[src/rtl/rtc_bcd_alarm_if.sv]
// Control/status bundle of the BCD real-time clock with alarm.
// The master side (bench or host) drives the strobes and set values;
// the slave side (the clock) drives the display digits and status flags.
interface rtc_bcd_alarm_if;
  logic        en;
  logic        mode_12h;
  logic        load;
  logic [23:0] load_time;
  logic        alarm_set;
  logic [15:0] alarm_time;
  logic        alarm_en;
  logic        alarm_ack;
  logic [3:0]  sec_ones;
  logic [3:0]  sec_tens;
  logic [3:0]  min_ones;
  logic [3:0]  min_tens;
  logic [3:0]  hr_ones;
  logic [3:0]  hr_tens;
  logic        pm;
  logic        tick;
  logic        alarm;
  logic        load_err;

  modport master (
    output en, mode_12h, load, load_time, alarm_set, alarm_time, alarm_en, alarm_ack,
    input  sec_ones, sec_tens, min_ones, min_tens, hr_ones, hr_tens, pm, tick, alarm, load_err
  );

  modport slave (
    input  en, mode_12h, load, load_time, alarm_set, alarm_time, alarm_en, alarm_ack,
    output sec_ones, sec_tens, min_ones, min_tens, hr_ones, hr_tens, pm, tick, alarm, load_err
  );
endinterface

[src/rtl/rtc_bcd_alarm.sv]
// BCD real-time clock: prescaled one-second tick, 24-hour BCD time store,
// validated time/alarm loading, sticky alarm and 12/24-hour display mapping.
module rtc_bcd_alarm #(
  parameter int unsigned TICK_DIV = 32'd100000000
) (
  input  logic            clk,
  input  logic            rst,
  rtc_bcd_alarm_if.slave  bus
);

  // Legal 24-hour BCD time: every digit a decimal digit, tens of min/sec <= 5, hour <= 23.
  function automatic logic time_valid(input logic [23:0] t);
    return (t[23:16] <= 8'h23) && (t[19:16] <= 4'd9) && (t[15:12] <= 4'd5) &&
           (t[11:8] <= 4'd9) && (t[7:4] <= 4'd5) && (t[3:0] <= 4'd9);
  endfunction

  // Legal alarm hh:mm, same digit rules as the time.
  function automatic logic alarm_valid(input logic [15:0] a);
    return (a[15:8] <= 8'h23) && (a[11:8] <= 4'd9) && (a[7:4] <= 4'd5) && (a[3:0] <= 4'd9);
  endfunction

  // One-second BCD increment with carries, 23:59:59 wrapping to 00:00:00.
  function automatic logic [23:0] time_inc(input logic [23:0] t);
    logic [23:0] n;
    n = t;
    if (t[3:0] != 4'd9) begin
      n[3:0] = t[3:0] + 4'd1;
    end else begin
      n[3:0] = 4'd0;
      if (t[7:4] != 4'd5) begin
        n[7:4] = t[7:4] + 4'd1;
      end else begin
        n[7:4] = 4'd0;
        if (t[11:8] != 4'd9) begin
          n[11:8] = t[11:8] + 4'd1;
        end else begin
          n[11:8] = 4'd0;
          if (t[15:12] != 4'd5) begin
            n[15:12] = t[15:12] + 4'd1;
          end else begin
            n[15:12] = 4'd0;
            if (t[23:16] == 8'h23) begin
              n[23:16] = 8'h00;
            end else if (t[19:16] != 4'd9) begin
              n[19:16] = t[19:16] + 4'd1;
            end else begin
              n[19:16] = 4'd0;
              n[23:20] = t[23:20] + 4'd1;
            end
          end
        end
      end
    end
    return n;
  endfunction

  logic [23:0] time_r, time_n;
  logic [31:0] presc_r, presc_n;
  logic [15:0] alarm_reg_r, alarm_reg_n;
  logic        alarm_r, alarm_n;
  logic        tick_r, tick_n;
  logic        load_err_r, load_err_n;
  logic        wrap_s, load_ok_s, load_bad_s, set_ok_s, set_bad_s, alarm_hit_s;

  // Next-state: load beats a coincident tick; alarm set beats ack/disarm.
  always_comb begin
    time_n      = time_r;
    presc_n     = presc_r;
    tick_n      = 1'b0;
    wrap_s      = bus.en && (presc_r == (TICK_DIV - 32'd1));
    load_ok_s   = bus.load && time_valid(bus.load_time);
    load_bad_s  = bus.load && !time_valid(bus.load_time);
    set_ok_s    = bus.alarm_set && alarm_valid(bus.alarm_time);
    set_bad_s   = bus.alarm_set && !alarm_valid(bus.alarm_time);
    if (load_ok_s) begin
      time_n  = bus.load_time;
      presc_n = 32'd0;
    end else if (wrap_s) begin
      time_n  = time_inc(time_r);
      presc_n = 32'd0;
      tick_n  = 1'b1;
    end else if (bus.en) begin
      presc_n = presc_r + 32'd1;
    end else begin
      presc_n = presc_r;
    end
    alarm_hit_s = tick_n && bus.alarm_en && (time_n == {alarm_reg_r, 8'h00});
    if (alarm_hit_s) begin
      alarm_n = 1'b1;
    end else if (bus.alarm_ack || !bus.alarm_en) begin
      alarm_n = 1'b0;
    end else begin
      alarm_n = alarm_r;
    end
    alarm_reg_n = set_ok_s ? bus.alarm_time : alarm_reg_r;
    load_err_n  = load_bad_s || set_bad_s;
  end

  // State registers with synchronous reset taking priority over everything.
  always_ff @(posedge clk) begin
    if (rst) begin
      time_r      <= 24'h000000;
      presc_r     <= 32'd0;
      alarm_reg_r <= 16'h0000;
      alarm_r     <= 1'b0;
      tick_r      <= 1'b0;
      load_err_r  <= 1'b0;
    end else begin
      time_r      <= time_n;
      presc_r     <= presc_n;
      alarm_reg_r <= alarm_reg_n;
      alarm_r     <= alarm_n;
      tick_r      <= tick_n;
      load_err_r  <= load_err_n;
    end
  end

  logic [4:0] hour_bin_s, disp_bin_s;
  logic [3:0] hr_tens_s, hr_ones_s;

  // Display hour mapping: 00 -> 12, 13..23 -> 01..11 in 12-hour mode.
  always_comb begin
    hour_bin_s = ({1'b0, time_r[23:20]} * 5'd10) + {1'b0, time_r[19:16]};
    disp_bin_s = hour_bin_s;
    hr_tens_s  = time_r[23:20];
    hr_ones_s  = time_r[19:16];
    if (bus.mode_12h) begin
      if (hour_bin_s == 5'd0) begin
        disp_bin_s = 5'd12;
      end else if (hour_bin_s > 5'd12) begin
        disp_bin_s = hour_bin_s - 5'd12;
      end else begin
        disp_bin_s = hour_bin_s;
      end
      if (disp_bin_s >= 5'd10) begin
        hr_tens_s = 4'd1;
        hr_ones_s = disp_bin_s[3:0] - 4'd10;
      end else begin
        hr_tens_s = 4'd0;
        hr_ones_s = disp_bin_s[3:0];
      end
    end else begin
      hr_tens_s = time_r[23:20];
      hr_ones_s = time_r[19:16];
    end
  end

  assign bus.hr_tens  = hr_tens_s;
  assign bus.hr_ones  = hr_ones_s;
  assign bus.min_tens = time_r[15:12];
  assign bus.min_ones = time_r[11:8];
  assign bus.sec_tens = time_r[7:4];
  assign bus.sec_ones = time_r[3:0];
  assign bus.pm       = (hour_bin_s >= 5'd12);
  assign bus.tick     = tick_r;
  assign bus.alarm    = alarm_r;
  assign bus.load_err = load_err_r;

endmodule

[src/flat_wrapper.sv]
// flat-port wrapper written by rule: the top's interface ports become plain ports
module rtc_bcd_alarm_flat 
#(
  parameter int unsigned TICK_DIV = 32'd100000000
)
  (clk, rst, bus_en, bus_mode_12h, bus_load, bus_load_time, bus_alarm_set, bus_alarm_time, bus_alarm_en, bus_alarm_ack, bus_sec_ones, bus_sec_tens, bus_min_ones, bus_min_tens, bus_hr_ones, bus_hr_tens, bus_pm, bus_tick, bus_alarm, bus_load_err);
  rtc_bcd_alarm_if bus_i ();
  input  logic clk;
  input  logic rst;
  input wire logic [$bits(bus_i.en)-1:0] bus_en;
  input wire logic [$bits(bus_i.mode_12h)-1:0] bus_mode_12h;
  input wire logic [$bits(bus_i.load)-1:0] bus_load;
  input wire logic [$bits(bus_i.load_time)-1:0] bus_load_time;
  input wire logic [$bits(bus_i.alarm_set)-1:0] bus_alarm_set;
  input wire logic [$bits(bus_i.alarm_time)-1:0] bus_alarm_time;
  input wire logic [$bits(bus_i.alarm_en)-1:0] bus_alarm_en;
  input wire logic [$bits(bus_i.alarm_ack)-1:0] bus_alarm_ack;
  output wire logic [$bits(bus_i.sec_ones)-1:0] bus_sec_ones;
  output wire logic [$bits(bus_i.sec_tens)-1:0] bus_sec_tens;
  output wire logic [$bits(bus_i.min_ones)-1:0] bus_min_ones;
  output wire logic [$bits(bus_i.min_tens)-1:0] bus_min_tens;
  output wire logic [$bits(bus_i.hr_ones)-1:0] bus_hr_ones;
  output wire logic [$bits(bus_i.hr_tens)-1:0] bus_hr_tens;
  output wire logic [$bits(bus_i.pm)-1:0] bus_pm;
  output wire logic [$bits(bus_i.tick)-1:0] bus_tick;
  output wire logic [$bits(bus_i.alarm)-1:0] bus_alarm;
  output wire logic [$bits(bus_i.load_err)-1:0] bus_load_err;
  assign bus_i.en = bus_en;
  assign bus_i.mode_12h = bus_mode_12h;
  assign bus_i.load = bus_load;
  assign bus_i.load_time = bus_load_time;
  assign bus_i.alarm_set = bus_alarm_set;
  assign bus_i.alarm_time = bus_alarm_time;
  assign bus_i.alarm_en = bus_alarm_en;
  assign bus_i.alarm_ack = bus_alarm_ack;
  assign bus_sec_ones = bus_i.sec_ones;
  assign bus_sec_tens = bus_i.sec_tens;
  assign bus_min_ones = bus_i.min_ones;
  assign bus_min_tens = bus_i.min_tens;
  assign bus_hr_ones = bus_i.hr_ones;
  assign bus_hr_tens = bus_i.hr_tens;
  assign bus_pm = bus_i.pm;
  assign bus_tick = bus_i.tick;
  assign bus_alarm = bus_i.alarm;
  assign bus_load_err = bus_i.load_err;
  rtc_bcd_alarm #(.TICK_DIV(TICK_DIV)) u_core (.clk(clk), .rst(rst), .bus(bus_i));
endmodule
[config.mk]
export PLATFORM = sky130hd
export DESIGN_NAME = rtc_bcd_alarm_flat
export DESIGN_NICKNAME = d
export VERILOG_FILES = /design/src/rtl/rtc_bcd_alarm_if.sv /design/src/rtl/rtc_bcd_alarm.sv /design/src/flat_wrapper.sv
export SDC_FILE = /design/constraint.sdc
export NUM_CORES = 1
export LEC_CHECK = 0
export CAP_MARGIN = 40
export CORE_ASPECT_RATIO = 0.75
export CORE_MARGIN = 1
export CORE_UTILIZATION = 45
export DETAILED_ROUTE_END_ITERATION = 8
export PLACE_DENSITY_LB_ADDON = 0.3
export SLEW_MARGIN = 40
export SYNTH_ARGS = -nofsm -noshare
export SYNTH_HDL_FRONTEND = slang
export SYNTH_SLANG_ARGS = --single-unit
[constraint.sdc]
create_clock -name clk -period 3.3 [get_ports clk]
set_input_delay 0.495 -clock clk [delete_from_list [all_inputs] [get_ports clk]]
set_output_delay 0.495 -clock clk [all_outputs]
set_load 0.01 [all_outputs]
==> impl_metrics.ini, run 1 <==
[yosys]
yosys_warnings = 0
yosysUniqueCellTypes = 74
synthesis.nets = 681
synth_largest_area_cell = sky130_fd_sc_hd__dfxtp_1
synth_most_common_cell = sky130_fd_sc_hd__nor2_1
yosys_register_bits = 75
syn_area_sq_mm = 0.004960
synth_flop_cell = sky130_fd_sc_hd__dfxtp_1
number_of_flops_mapped_to_enable_cells_by_yosys = 0
gate_count_post_synth = 620
synthTopCellsByArea = sky130_fd_sc_hd__dfxtp_1, sky130_fd_sc_hd__nor2_1, sky130_fd_sc_hd__xor2_1
synth_area_per_cell_sq_um = 8.000
synth_async_sr_flop_share_pct = 0
synthTopCellsByCount = sky130_fd_sc_hd__nor2_1, sky130_fd_sc_hd__dfxtp_1, sky130_fd_sc_hd__nand2_1
yosys.area.top_type_share_pct = 30.27
ys_seq_area_share_pct = 30.27

[floorplan]
initial_core_utilization_pct = 47.28
die_width_um = 123.2
floorplan.rows = 32
ios = 76
floorplan.die.height_um = 92.92
design.die.area_sq_mm = 0.01145
fp.coreArea_sq_mm = 0.01049

[worst_setup_path]
timing.critical_path.cells = ha_4 > fa_2 > xor2_2 > ha_2 > a21oi_2 > o211ai_1 > o21ai_2 > ha_2 > inv_2 > a31oi_1 > o31a_1 > mux2_4 > a21oi_2 > buf_2
critical_path.endpoint_type = output pin
timing.critical_path.fanout_max = 4
cpMaxStageDelayCell = sky130_fd_sc_hd__dfxtp_4
critical_path.startpoint = u_core.time_r[20]
arrival_ns = 3.14
critical_path.startpoint_type = register
worst-setup-path-type = reg -> out
worst_ep_required_time_ns = 2.80
regToRegStartpoint = u_core.time_r[2]
slowest_delay_ns = 0.37

[cells_and_area]
nFillCells = 902
drive_gt1_share_pct = 17.90
layout.cell_area.non_filler_sq_mm = 0.006514
finalNetCount = 788
utilization_pct = 62.09
layout-area-overhead-vs-synth_pct = 31.33
antenna-diode-count = 0

[routing]
drt-pass1-iter-count = 5
drt_first_iter_violations = 399
drt-wirelength-per-cell_um = 17.54
detail_route.drc_violations = 0
route.antenna.remaining_nets = 0
num_vias = 5147
postRouteWirelength_um = 15220
drt-vias-per-instance = 5.930

[timing]
layout_worst_path_cycle_share_pct = 110.2
timing.max_slew.rel_slack_pct = 68.30
setup_viol = 4
hold_viol = 0
max_clock_freq_ghz = 0.2749
post-route-worst-setup-slack_ns = -0.3377
fin_worst_hold_slack_ns = 0.4761
post-route-min-period_ns = 3.638
worst_pin_slew_ns = 0.4722
finClkSkew_ns = 0.01381
setup_repair_after_global_routing_missed_its_margin = yes
setup_tns_ns = -0.9360
slew_viol_final = 0

[power_and_ir_drop]
peakVddDrop_mv = 0.2758
power_leakage_nw = 2.404
pwr_density_cell_mw_per_mm2 = 318.3

[clock_tree]
number_of_clock_buffers_inserted_by_tritoncts = 9
clk-insertion-delay-late_ns = 0.35
cts_sinks = 75
cts.hold.buffers_added = 0
cts-htree-levels = 3
clock_tree.root_cell = sky130_fd_sc_hd__clkbuf_16
ctsLongestPathBuffers = 2
tritoncts = built
path_clk_slew_ns = 0.06

[global_route]
first_global_vias = 4883
grt_pass1_wl_um = 24460
gr-total-overflow = 0
grtUsageTotal_pct = 27.50
grt_antenna_before_repair = 0
grt_start_max_net_pins = 40

[hold_path]
min-delay-path-class = reg -> reg
hold_start = u_core.bus.alarm

[placed_design]
routabilityCongestion = 0.9615
post_placement_worst_setup_slack_ns = -0.5951
hpwlAfterDp_um = 11430
placement.io_buffers = 75
placement.cell_area_sq_mm = 0.006131

[job]
drv.max_cap_violation_count = 0

[status]
run_status = finished with violations
violated_checks = setup timing
## critical path: cells and delay by family (launching register included)
kind	cells	cell delay, ns
AOI/OAI and AO/OA	6	0.82
adders and majority gates	4	0.94
buffers and inverters	2	0.18
xor gates and xnor gates	1	0.18
DFF	1	0.37
muxes	1	0.31
## registers in the layout (all words and copies together) (netlist names)
name                 count
u_core.time_r           24
u_core.alarm_reg_r      16
u_core.bus.alarm         1
u_core.presc_r          32
u_core.bus.load_err      1
u_core.bus.tick          1
## worst paths after layout
check,slack [ns],end,cells after the start
hold reg to reg,0.48,u_core.bus.alarm,2
setup / recovery,-0.34,bus_hr_ones[2],14
hold / removal,0.48,u_core.bus.alarm,2
setup reg to reg,0.23,u_core.bus.alarm,9
## kinds of logic (layout without fill, tap and decap cells)
| family | Yosys count | after routing | synth area share [%] |
|---|---|---|---|
| multiplexers | 19 | 19 | 3.885 |
| AO/OA/AOI/OAI | 101 | 101 | 14.38 |
| adder cells (fa/ha/maj) | 13 | 13 | 3.431 |
| AND/OR/NAND/NOR | 298 | 298 | 33.45 |
| flip-flops | 75 | 75 | 30.27 |
| buffers and inverters | 69 | 181 | 6.635 |
| XOR/XNOR | 45 | 45 | 7.947 |
## what timing repair did
item                                    CTS  global route
gates resized for setup                  28             6
setup buffers                             4             0
pin swaps                                 7            10
endpoints found under the setup margin    4             5
## stage by stage
step / instances / power [mW]
after detailed placement: 848 / 1.116
after CTS: 868 / 2.078
after global placement: 848 / 1.110
after global routing: 868 / 2.136
final: 868 / 2.073
after floorplan: 620 / 1.009
## per-layer routing
metal  GRT usage, %  up-vias  share of wire [%]
met5              0        -                  0
met4          10.24        0                2.5
met3          5.357       42                8.4
met2          41.62      249                 44
met1          38.22     2402                 45
li1               -     2454                  -
## final cells by class
class	count	area, sq um	area share, %
clock buffers	9	225.2	3.458
clock inverters	7	65.06	0.9988
inverters	21	78.83	1.210
well taps	136	170.2	2.612
multi-input cells	476	3221	49.44
flip-flops and latches	75	1505	23.11
repair buffers	144	1249	19.17
## power by group
part	internal, mW	total, mW	switching, mW
Clock	0.528	0.970	0.443
Sequential	0.910	0.916	0.00558
Combinational	0.104	0.187	0.0829
Total	1.54	2.07	0.531
## layout by cell type (no fill, tap or decap), types with 6 or more instances in the layout
master                            netlist  final
sky130_fd_sc_hd__a211oi_1              11     11
sky130_fd_sc_hd__a21oi_1               20     18
sky130_fd_sc_hd__a311oi_1               8      8
sky130_fd_sc_hd__and2_1                 8      8
sky130_fd_sc_hd__and3_1                 7      7
sky130_fd_sc_hd__buf_4                 17     69
sky130_fd_sc_hd__clkbuf_16              0      9
sky130_fd_sc_hd__clkdlybuf4s50_1        0     71
sky130_fd_sc_hd__dfxtp_1               75     74
sky130_fd_sc_hd__ha_1                  12      6
sky130_fd_sc_hd__inv_1                 21     20
sky130_fd_sc_hd__mux2i_1               17     17
sky130_fd_sc_hd__nand2_1               36     35
sky130_fd_sc_hd__nand2b_1               9      9
sky130_fd_sc_hd__nand3_1               33     33
sky130_fd_sc_hd__nand3b_1               6      6
sky130_fd_sc_hd__nand4_1               17     17
sky130_fd_sc_hd__nor2_1                89     89
sky130_fd_sc_hd__nor2b_1               10     10
sky130_fd_sc_hd__nor3_1                22     21
sky130_fd_sc_hd__nor4_1                12     12
sky130_fd_sc_hd__o21ai_0               19     18
sky130_fd_sc_hd__or3_1                  6      6
sky130_fd_sc_hd__xnor2_1               20     19
sky130_fd_sc_hd__xor2_1                25     24
Power figures use the tool's default switching activity.
==> run 2, diff against run 1 <==
==> constraint.sdc (replaced) <==
create_clock -name clk -period 3.3 [get_ports clk]
set_input_delay 0.66 -clock clk [delete_from_list [all_inputs] [get_ports clk]]
set_output_delay 0.66 -clock clk [all_outputs]
set_load 0.01 [all_outputs]
==> run 2 against run 1 <==
Net effect: highest routed layer unchanged; clock power is 8% higher; largest power group unchanged; utilization is 1.4 points higher; clock-buffer cell count is 2 higher; register-to-register slack worse by 0.03 ns; cell count is 0.69% higher; flip-flop and latch count stayed put; critical endpoint unchanged; the flow finishes with violations (DRC, setup timing).
==> impl_metrics.ini, run 2 (synthesis gave the netlist of run 1 again) <==
[worst_setup_path]
worstReg2RegEnd = u_core.bus.alarm
timing.critical_path.cells = ha_4 > fa_2 > xor2_4 > ha_2 > a21oi_2 > o211ai_1 > o21ai_2 > ha_2 > inv_2 > a31oi_2 > o31a_1 > mux2_4 > a21oi_4 > buf_6
critical_path.endpoint_type = output pin
cpLargestDelayFamily = adder cells
worst-r2r-cell-count = 13
worst-setup-path-type = reg -> out
cpMaxStageDelayCell = sky130_fd_sc_hd__fa_2
worst_ep_required_time_ns = 2.64
count_of_buffer_and_inverter_cells_on_the_critical_path = 2
slowest_delay_ns = 0.37
r2r_setup_slack_ns = 0.20
critical_path.startpoint_type = register
critical-path-top-cell-by-count = sky130_fd_sc_hd__ha_2
regToRegStartpoint = u_core.time_r[20]
arrival_ns = 3.17
timing.critical_path.fanout_max = 3

[routing]
detail_route.drc_violations = 1
drt-wirelength-per-cell_um = 17.56
postRouteWirelength_um = 15350
num_vias = 5155
route.antenna.remaining_nets = 0
drt_first_iter_violations = 447
drt-vias-per-instance = 5.898
drt-pass1-iter-count = 8

[timing]
post-route-worst-setup-slack_ns = -0.5347
slew_viol_final = 0
setup_viol = 4
hold_viol = 0
timing.max_slew.rel_slack_pct = 58.80
worst_pin_slew_ns = 0.6153
post-route-min-period_ns = 3.835
layout_worst_path_cycle_share_pct = 116.2
setup_tns_ns = -1.736
finClkSkew_ns = 0.005511
max_clock_freq_ghz = 0.2608
setup_repair_after_global_routing_missed_its_margin = yes

[hold_path]
min-delay-path-class = reg -> reg
hold_start = u_core.alarm_reg_r[15]
min_delay_path_depth = 2
holdPathEnd = u_core.alarm_reg_r[15]

[floorplan]
ios = 76
floorplan.die.height_um = 92.92
floorplan.rows = 32
die_width_um = 123.2
initial_core_utilization_pct = 47.28
design.die.area_sq_mm = 0.01145
fp.coreArea_sq_mm = 0.01049

[clock_tree]
cts_sinks = 75
clk-insertion-delay-late_ns = 0.34
ctsLongestPathBuffers = 2
number_of_clock_buffers_inserted_by_tritoncts = 9
tritoncts = built
cts.hold.buffers_added = 0
cts-htree-levels = 3
clock_tree.root_cell = sky130_fd_sc_hd__clkbuf_16
path_clk_slew_ns = 0.06

[cells_and_area]
top_register = u_core.presc_r
antenna-diode-count = 0
final_cell_count_no_fill = 874
mostFrequentLayoutCell = sky130_fd_sc_hd__nor2_1
layout-area-overhead-vs-synth_pct = 34.23
finalNetCount = 794
reg.largest.list = u_core.presc_r: 32 flops, u_core.time_r: 24 flops, u_core.alarm_reg_r: 16 flops
drive_gt1_share_pct = 19.51
layout.cells.most_common_list = sky130_fd_sc_hd__nor2_1, sky130_fd_sc_hd__dfxtp_1, sky130_fd_sc_hd__buf_4
max_ffs_per_register = 32

[status]
run_status = finished with violations
violated_checks = DRC, setup timing

[global_route]
grt_start_max_net_pins = 40
grt_pass1_wl_um = 24540
first_global_vias = 5019
grtUsageTotal_pct = 27.65
grt_antenna_before_repair = 0
gr-total-overflow = 0

[placed_design]
placement.io_buffers = 75
hpwlAfterDp_um = 11690
routabilityCongestion = 0.9729
placed_cells = 853

[power_and_ir_drop]
power_leakage_nw = 2.485
pwr_density_cell_mw_per_mm2 = 325.1
peakVddDrop_mv = 0.3149

[job]
drv.max_cap_violation_count = 0
-- run 2: worst max path at each step --
stage,depth (start not counted),slack [ns],end,startpoint
after global placement,15,-0.50,bus_hr_ones[2],u_core.time_r[20]
after detailed placement,14,-0.67,bus_hr_ones[2],u_core.time_r[20]
after global routing,15,-0.68,bus_hr_ones[1],u_core.time_r[20]
final,14,-0.53,bus_hr_ones[2],u_core.time_r[20]
after CTS,14,-0.53,bus_hr_ones[2],u_core.time_r[20]
after floorplan,14,-0.06,bus_hr_ones[2],u_core.time_r[20]
-- run 2: area by class of cell --
| class | count | area, sq um |
|---|---|---|
| Clock buffer | 11 | 264.0 |
| Clock inverter | 5 | 58.81 |
| Fill cell | 903 | 3832 |
| Inverter | 21 | 78.83 |
| Multi-Input combinational cell | 476 | 3274 |
| Sequential cell | 75 | 1505 |
| Tap cell | 136 | 170.2 |
| Timing Repair Buffer | 150 | 1306 |
-- run 2: power by group --
| part | switching (mW) | internal, mW |
|---|---|---|
| combinational | 0.0874 | 0.112 |
| sequential | 0.00590 | 0.911 |
| clock | 0.396 | 0.652 |
| total | 0.489 | 1.67 |
-- run 2: worst min-delay path, cell delays in order (launching register included) --
cell and delay (ns):
sky130_fd_sc_hd__dfxtp_1 0.31, sky130_fd_sc_hd__inv_1 0.07, sky130_fd_sc_hd__nor3_1 0.05
-- run 2: stage by stage --
| step | cell area, sq um | hold WS, ns | utilization [%] | power (mW) | setup WS [ns] |
|---|---|---|---|---|---|
| 2_1_floorplan | 5019 | 0.4388 | - | 1.014 | -0.05673 |
| 3_3_place_gp | 6215 | 0.4607 | 59.24 | 1.119 | -0.5012 |
| 3_5_place_dp | 6215 | 0.4651 | 59.24 | 1.125 | -0.6659 |
| 4_1_cts | 6558 | 0.4787 | 62.51 | 2.159 | -0.5325 |
| 5_1_grt | 6658 | 0.5167 | 63.47 | 2.232 | -0.6767 |
| 6_report | 6658 | 0.4835 | 63.47 | 2.164 | -0.5347 |
-- run 2: routing by layer --
layer	vias up	GRT usage, %	share of wire [%]
met4	0	9.036	2.0
met2	237	43.67	45
met1	2431	36.76	45
met5	-	0	0
li1	2454	-	-
met3	33	6.527	7.9
-- run 2: repair_timing --
item,4_1_cts,5_1_grt
buffers inserted,2,2
endpoints found under the hold margin,0,0
endpoints found under the setup margin,4,5
pin swaps,6,8
gates cloned,0,1
resized for setup,23,18
